--- config.mk ---
export PLATFORM = sky130hd
export DESIGN_NAME = dma_arbiter
export DESIGN_NICKNAME = d
export VERILOG_FILES = /design/src/rtl/dma_arbiter.sv
export SDC_FILE = /design/constraint.sdc
export NUM_CORES = 1
export LEC_CHECK = 0
export CAP_MARGIN = 20
export CELL_PAD_IN_SITES_DETAIL_PLACEMENT = 0
export CELL_PAD_IN_SITES_GLOBAL_PLACEMENT = 2
export CORE_ASPECT_RATIO = 0.5
export CORE_UTILIZATION = 24
export CTS_BUF_LIST = sky130_fd_sc_hd__clkbuf_16
export CTS_CLUSTER_DIAMETER = 150
export DETAILED_ROUTE_END_ITERATION = 10
export GPL_TIMING_DRIVEN = 0
export PLACE_DENSITY_LB_ADDON = 0.1
export SYNTH_ARGS = -nofsm -noshare
export SYNTH_HDL_FRONTEND = slang
export SYNTH_SLANG_ARGS = --single-unit
--- constraint.sdc ---
create_clock -name clk_i -period 8.2 [get_ports clk_i]
set_input_delay 1.23 -clock clk_i [delete_from_list [all_inputs] [get_ports clk_i]]
set_output_delay 1.23 -clock clk_i [all_outputs]
set_load 0.01 [all_outputs]
--- src/rtl/dma_arbiter.sv ---
// Round-robin command arbiter for a shared MIG user port. Each granted transfer
// is split into bursts that never cross a MAX_BL-word boundary.
module dma_arbiter #(
  parameter int N_CH   = 4,
  parameter int ADDR_W = 30,
  parameter int LEN_W  = 16,
  parameter int MAX_BL = 64,
  localparam int ID_W  = $clog2(N_CH)
) (
  input  logic                     clk_i,
  input  logic                     rst_n_i,
  input  logic [N_CH-1:0]          req_i,
  input  logic [N_CH-1:0]          req_we_i,
  input  logic [N_CH*ADDR_W-1:0]   req_addr_i,
  input  logic [N_CH*LEN_W-1:0]    req_len_i,
  output logic [N_CH-1:0]          ack_o,
  output logic [N_CH-1:0]          done_o,
  output logic [N_CH-1:0]          len_err_o,
  output logic                     busy_o,
  output logic [ID_W-1:0]          grant_id_o,
  output logic                     cmd_en_o,
  output logic [2:0]               cmd_instr_o,
  output logic [5:0]               cmd_bl_o,
  output logic [ADDR_W-1:0]        cmd_byte_addr_o,
  input  logic                     cmd_full_i
);

  localparam int OFF_W = ($clog2(MAX_BL) > 0) ? $clog2(MAX_BL) : 1;

  typedef enum logic {S_IDLE = 1'b0, S_ISSUE = 1'b1} state_t;

  state_t            state_q, state_d;
  logic [N_CH-1:0]   ack_q, len_err_q;
  logic [ID_W-1:0]   grant_q, last_q;
  logic              dir_q;
  logic [ADDR_W-1:0] addr_q;
  logic [LEN_W-1:0]  rem_q;

  logic [LEN_W-1:0]  len_arr  [N_CH];
  logic [ADDR_W-1:0] addr_arr [N_CH];
  logic [ID_W-1:0]   sel, idx;
  logic              found, grant_ok;
  logic [LEN_W-1:0]  sel_len, room, burst;
  logic [ADDR_W-1:0] sel_addr;
  logic [OFF_W-1:0]  word_off;
  logic              last_burst, cmd_en;

  always_comb begin
    for (int i = 0; i < N_CH; i++) begin
      len_arr[i]  = req_len_i[i*LEN_W +: LEN_W];
      addr_arr[i] = req_addr_i[i*ADDR_W +: ADDR_W];
    end
  end

  // First requester found searching upward from the channel after the last grant.
  always_comb begin
    sel   = '0;
    idx   = '0;
    found = 1'b0;
    for (int i = 1; i <= N_CH; i++) begin
      idx = ID_W'((int'(last_q) + i) % N_CH);
      if (!found && req_i[idx]) begin
        found = 1'b1;
        sel   = idx;
      end
    end
  end

  // The ack cycle is never an arbitration cycle, so a requester still holding
  // req while it sees its ack cannot be granted twice.
  assign grant_ok = (state_q == S_IDLE) && found && !(|ack_q);
  assign sel_len  = len_arr[sel];
  assign sel_addr = addr_arr[sel];

  assign word_off   = addr_q[OFF_W+1:2] & OFF_W'(MAX_BL - 1);
  assign room       = LEN_W'(MAX_BL) - LEN_W'(word_off);
  assign burst      = (rem_q < room) ? rem_q : room;
  assign last_burst = (burst == rem_q);

  always_ff @(posedge clk_i or negedge rst_n_i) begin
    if (!rst_n_i) state_q <= S_IDLE;
    else          state_q <= state_d;
  end

  always_comb begin
    state_d = state_q;
    case (state_q)
      S_IDLE:  if (grant_ok && sel_len != '0) state_d = S_ISSUE;
      S_ISSUE: if (cmd_en && last_burst)      state_d = S_IDLE;
      default: state_d = S_IDLE;
    endcase
  end

  always_comb begin
    cmd_en      = (state_q == S_ISSUE) && !cmd_full_i;
    done_o      = '0;
    cmd_bl_o    = '0;
    cmd_instr_o = 3'b000;
    if (cmd_en && last_burst) done_o[grant_q] = 1'b1;
    if (state_q == S_ISSUE) begin
      cmd_bl_o    = 6'(burst - LEN_W'(1));
      cmd_instr_o = {2'b00, ~dir_q};
    end
  end

  always_ff @(posedge clk_i or negedge rst_n_i) begin
    if (!rst_n_i) begin
      ack_q     <= '0;
      len_err_q <= '0;
      grant_q   <= '0;
      last_q    <= ID_W'(N_CH - 1);
      dir_q     <= 1'b0;
      addr_q    <= '0;
      rem_q     <= '0;
    end else begin
      ack_q     <= '0;
      len_err_q <= '0;
      if (grant_ok) begin
        ack_q[sel]     <= 1'b1;
        len_err_q[sel] <= (sel_len == '0);
        grant_q        <= sel;
        last_q         <= sel;
        dir_q          <= req_we_i[sel];
        addr_q         <= sel_addr & ~ADDR_W'(3);
        rem_q          <= sel_len;
      end else if (cmd_en) begin
        addr_q <= addr_q + ADDR_W'({burst, 2'b00});
        rem_q  <= rem_q - burst;
      end
    end
  end

  assign ack_o           = ack_q;
  assign len_err_o       = len_err_q;
  assign busy_o          = (state_q == S_ISSUE);
  assign grant_id_o      = grant_q;
  assign cmd_en_o        = cmd_en;
  assign cmd_byte_addr_o = addr_q;

endmodule

## Word-level counts from Yosys, hierarchy flattened

Cells that the tools add are included.

- Bits in registers: 60
- Bits of input ports: 195

- Add/subtract/negate cells: 8
- Order comparisons: 10
- Eq/ne operators: 1
- Mux-type cells: 41
- Bitwise operators: 4
- Reductions and logical operators: 19

Operators with widths:

| operator | count |
|---|---|
| 30-bit 2-to-1 mux | 4 |
| 16-bit 2-to-1 mux | 5 |
| 30-bit binary-select mux with 2-bit select | 1 |
| 16-bit binary-select mux with 2-bit select | 1 |
| 30-bit by 18-bit adder with 30-bit output | 1 |
| 2-bit by 3-bit < comparator with 1-bit output (second input constant) | 6 |
| 16-bit equality test | 1 |
| 16-bit zero test | 1 |
| 16-bit < comparator | 1 |
| 16-bit nonzero test | 1 |
| 16-bit subtractor | 1 |
| 1-bit 2-to-1 mux | 14 |
| 4-bit 2-to-1 mux | 3 |
| 1-bit binary-select mux with 2-bit select | 5 |
| 1-bit logical AND | 10 |
| 2-bit 2-to-1 mux | 4 |
| 7-bit by 6-bit subtractor with 8-bit output (first input constant) | 1 |
| 6-bit 2-to-1 mux | 1 |
| 6-bit by 1-bit subtractor with 6-bit output (second input constant) | 1 |
| 1-bit zero test | 5 |
| 2-bit by 1-bit adder with 2-bit output (second input constant) | 2 |
| 2-bit adder (second input constant) | 2 |
| 4-bit AND | 1 |
| 1-bit demux with 2-bit select | 2 |
| other kinds (7) | 9 |

## Longest topological paths before layout

- Word-level depth: 21
- Mapped depth: 21
- Depth with buffers taken out: 21

## Worst setup path before layout

No wires, ideal clock.

- Kind: register to output
- From: reg addr_q[2] (netlist: cmd_byte_addr_o[2])
- To: out done_o[1]
- Arrival time: 4056 ps
- Setup slack: 2914 ps
- Cell stages (with the launch flop): 16
- Cell sequence: dfrtp_1 inv_1 ha_1 xnor2_1 inv_1 ha_1 a21o_1 a211oi_1 o21bai_1 a2111oi_2 clkbuf_1 a21oi_1 ha_1 nand4_1 or4_1 nor3b_1

- Longest elaborated chain between the ends: 6

RTL lines:

| item | line | RTL |
|---|---|---|
| start, declared | 36 | `logic [ADDR_W-1:0] addr_q;` |
| start signal, assigned | 124 | `addr_q <= sel_addr & ~ADDR_W'(3);` |
| start signal, assigned | 127 | `addr_q <= addr_q + ADDR_W'({burst, 2'b00});` |
| 7-bit by 6-bit subtractor with 8-bit output (*) | 76 | `assign room = LEN_W'(MAX_BL) - LEN_W'(word_off);` |
| 16-bit < comparator | 77 | `assign burst = (rem_q < room) ? rem_q : room;` |
| 16-bit 2-to-1 mux (*) | 77 |  |
| 16-bit equality test (*) | 78 | `assign last_burst = (burst == rem_q);` |
| 1-bit logical AND (*) | 99 | `if (cmd_en && last_burst) done_o[grant_q] = 1'b1;` |
| 4-bit 2-to-1 mux (*) | 99 |  |
| end, declared | 17 | `output logic [N_CH-1:0] done_o,` |

Every way passes the cells marked *; elsewhere a longest branch is shown, timed or not.

## Final worst setup path

- From: reg addr_q[2] (netlist: cmd_byte_addr_o[2])
- To: out done_o[3]

Same word-level chain as after synthesis.

==> metrics.md <==
| Metric | Value |
|---|---|
| Max_cap viols | 0 |
| Clock slew at reported path FFs | 50 ps |
| # IOs | 250 |
| Hold Buf Count CTS | 0 |
| Synth Area per Inst | 7.36 um2 |
| Iter 0 DRT Violations | 296 |
| Core Area | 23000 um2 |
| Fin crit period | 6810 ps |
| First-pass DRT Iterations | 5 |
| Post-DP HPWL | 21.7 mm |
| PnR worst setup slack | 1390 ps |
| RR Startpoint | cmd_byte_addr_o[2]$_DFFE_PN0P_ |
| FF-to-FF End | cmd_byte_addr_o[21]$_DFFE_PN0P_ |
| DR vias/cell | 4.87 |
| Footprint of the multi-input gates | 3980 um2 |
| Kind of critical path | reg2out |
| Yosys warns | 0 |
| Hold slack | 513 ps |
| Max-slew violation count | 0 |
| VDD IR max | 0.122 mV |
| Hold Path End | last_q[1]$_DFFE_PN1P_ |
| Post-synthesis cell area | 5670 um2 |
| Syn-to-layout area delta | 54.0% |
| Die Y | 111 um |
| Hold Path Class | reg2reg |
| Count of cell types in the netlist | 59 |
| Slew at the pin closest to its max-slew limit | 961 ps |
| Leakage power | 0.00378 uW |
| FILL cells | 2466 |
| Post-route ant nets | 0 |
| Status | finished clean |
| Postcts setup bufs | 0 |
| Initial core utilization | 24.7% |
| Via count of the first global-routing pass | 6775 |
| Layout cells sized above 1 | 3.47% |
| Final Hold Viols | 0 |
| Total CTS buffers | 9 |
| H-Tree Depth | 3 |
| Via count | 6554 |
| Critical path required time | 6970 ps |
| Worst endpoint data arrival time | 5580 ps |
| RSZ-0062 raised after global routing | false |
| DRC Markers | 0 |
| Final core occ | 38.0% |
| Setup tns final | 0 ps |
| Routed len/inst | 19.5 um |
| DP Worst Slack | 1680 ps |
| Post-synthesis sequential area ratio | 25.6% |
| Tot GR Track Use | 21.9% |
| Die area | 24300 um2 |
| Ys flop type | dfrtp_1 |
| Clk buf depth | 2 |
| Post-synthesis instance total | 771 |
| Seq cells post-synth | 58 |
| Post-synthesis async set-or-reset flop share | 100% |
| Tcrit/Tclk final | 83.1% |
| Post-synth top area share | 24.7% |
| CTS tree | built |
| Port Buffers | 237 |
| Storage cell area | 1450 um2 |
| # nets final | 1260 |
| Global-route wire length before repair | 40.2 mm |
| CP startpoint kind | flop |
| Setup violators final | 0 |
| Power per Cell Area | 352 nW/um2 |
| Die width | 219 um |
| DRT Wirelength | 26.2 mm |
| Reg2reg path depth | 22 |
| Peak Freq | 0.147 GHz |
| Clk_lat worst skew | 330 ps |
| Post-synth EDFFs | 0 |
| Fin Clk Skew | 5.20 ps |
| Most frequent cell after synthesis | nand2_1 |
| Crit path capture type | primary output |
| Synth top cells by count | nand2_1 (200), dfrtp_1 (56), a21oi_1 (39), mux2i_1 (39), nor2_1 (39) |
| Initial antenna violation count | 1 |
| Cell row count | 39 |
| Final GP Congestion | 0.819 |
| R2r setup slk | 2270 ps |
| Synth area leaders | dfrtp_1 (25%), nand2_1 (13%), mux2i_1 (6.9%) |
| Min-delay src | last_q[1]$_DFFE_PN1P_ |
| Maximum net fanout on the critical path | 10 |
| Pin count of the biggest net entering global routing | 59 |
| Max transition margin | 35.8% |
| Cts repair resizes | 0 |
| Largest area contributor in the netlist | dfrtp_1 |
| Clock root buffer | clkbuf_16 |
| # clock sinks | 58 |
| Worst hold path depth | 2 |
| GRT overflow | 0 |
## cell usage in the layout, fill, tap and decap left out, drive strengths merged, types with 25 or more instances in the layout
cell           synthesis  layout
inv                   23      25
a21oi                 39      39
mux2i                 39      39
dfrtp                 56      56
nand2                200     200
nor2                  40      40
o21ai                 37      37
clkbuf                27      36
nand3                 30      30
ha                    31      31
clkdlybuf4s50          0     236
## logic make-up after synthesis
family	after synthesis	share of synthesized area [%]
xor gates and xnor gates	34	5.25
AOI/OAI and AO/OA	181	21.2
muxes	41	7.28
DFF	58	25.6
adders and majority gates	33	7.54
buffers and inverters	69	5.12
and+or+nand+nor	354	27.9
other	1	0.0661
## critical path: stages, from the launching register on
cell and delay [ps]:
dfrtp_1 510, inv_1 100, ha_1 250, xnor2_1 270, inv_1 100, ha_1 280
a21o_1 170, a211oi_1 260, o21bai_1 140, a2111oi_2 650, clkbuf_1 440, a21oi_1 150
ha_1 380, nand4_1 110, or4_1 620, inv_1 110, and3_1 160, clkdlybuf4s50_1 550
## state kept, by name, indices dropped and copies added (netlist names)
| name | cells |
|---|---|
| cmd_byte_addr_o | 28 |
| rem_q | 16 |
| ack_o | 4 |
| len_err_o | 4 |
| grant_id_o | 2 |
| last_q | 2 |
| busy_o | 1 |
| dir_q | 1 |
## routing by layer
layer / track usage, % / vias to the layer above / part of all wire, %
met1: 28.5 / 3149 / 46
met4: 3.15 / 0 / 1.1
met2: 37.2 / 138 / 48
li1: - / 3249 / -
met3: 5.49 / 18 / 5.0
met5: 0 / - / 0
## where the power goes
part	switching, uW	internal (uW)
logic	1170	980
clock network	131	198
registers	173	416
## through the flow
step                std cells  cell area [um2]  power, uW
floorplan                 783             5720       1940
global placement         1327             8470       2740
detailed placement       1328             8480       2750
CTS                      1344             8730       3100
global route             1345             8740       3370
finish                   1345             8740       3070
## worst max-delay path by stage
stage / endpoint / from / depth (start not counted)
5_1_grt: done_o[2] / cmd_byte_addr_o[2]$_DFFE_PN0P_ / 18
2_1_floorplan: done_o[1] / cmd_byte_addr_o[2]$_DFFE_PN0P_ / 15
3_3_place_gp: done_o[1] / cmd_byte_addr_o[2]$_DFFE_PN0P_ / 16
4_1_cts: done_o[1] / cmd_byte_addr_o[2]$_DFFE_PN0P_ / 16
6_report: done_o[3] / cmd_byte_addr_o[2]$_DFFE_PN0P_ / 17
3_5_place_dp: done_o[1] / cmd_byte_addr_o[2]$_DFFE_PN0P_ / 16
## final cells by class
class	count	share of cell area, %
Timing Repair Buffer	238	27.2
Buffer	46	2.33
Inverter	23	0.988
Clock inverter	7	0.329
Antenna cell	1	0.0286
Multi-Input combinational cell	656	45.5
Tap cell	307	4.40
Clock buffer	9	2.58
Sequential cell	58	16.6
(Power assumes the default switching activity.)
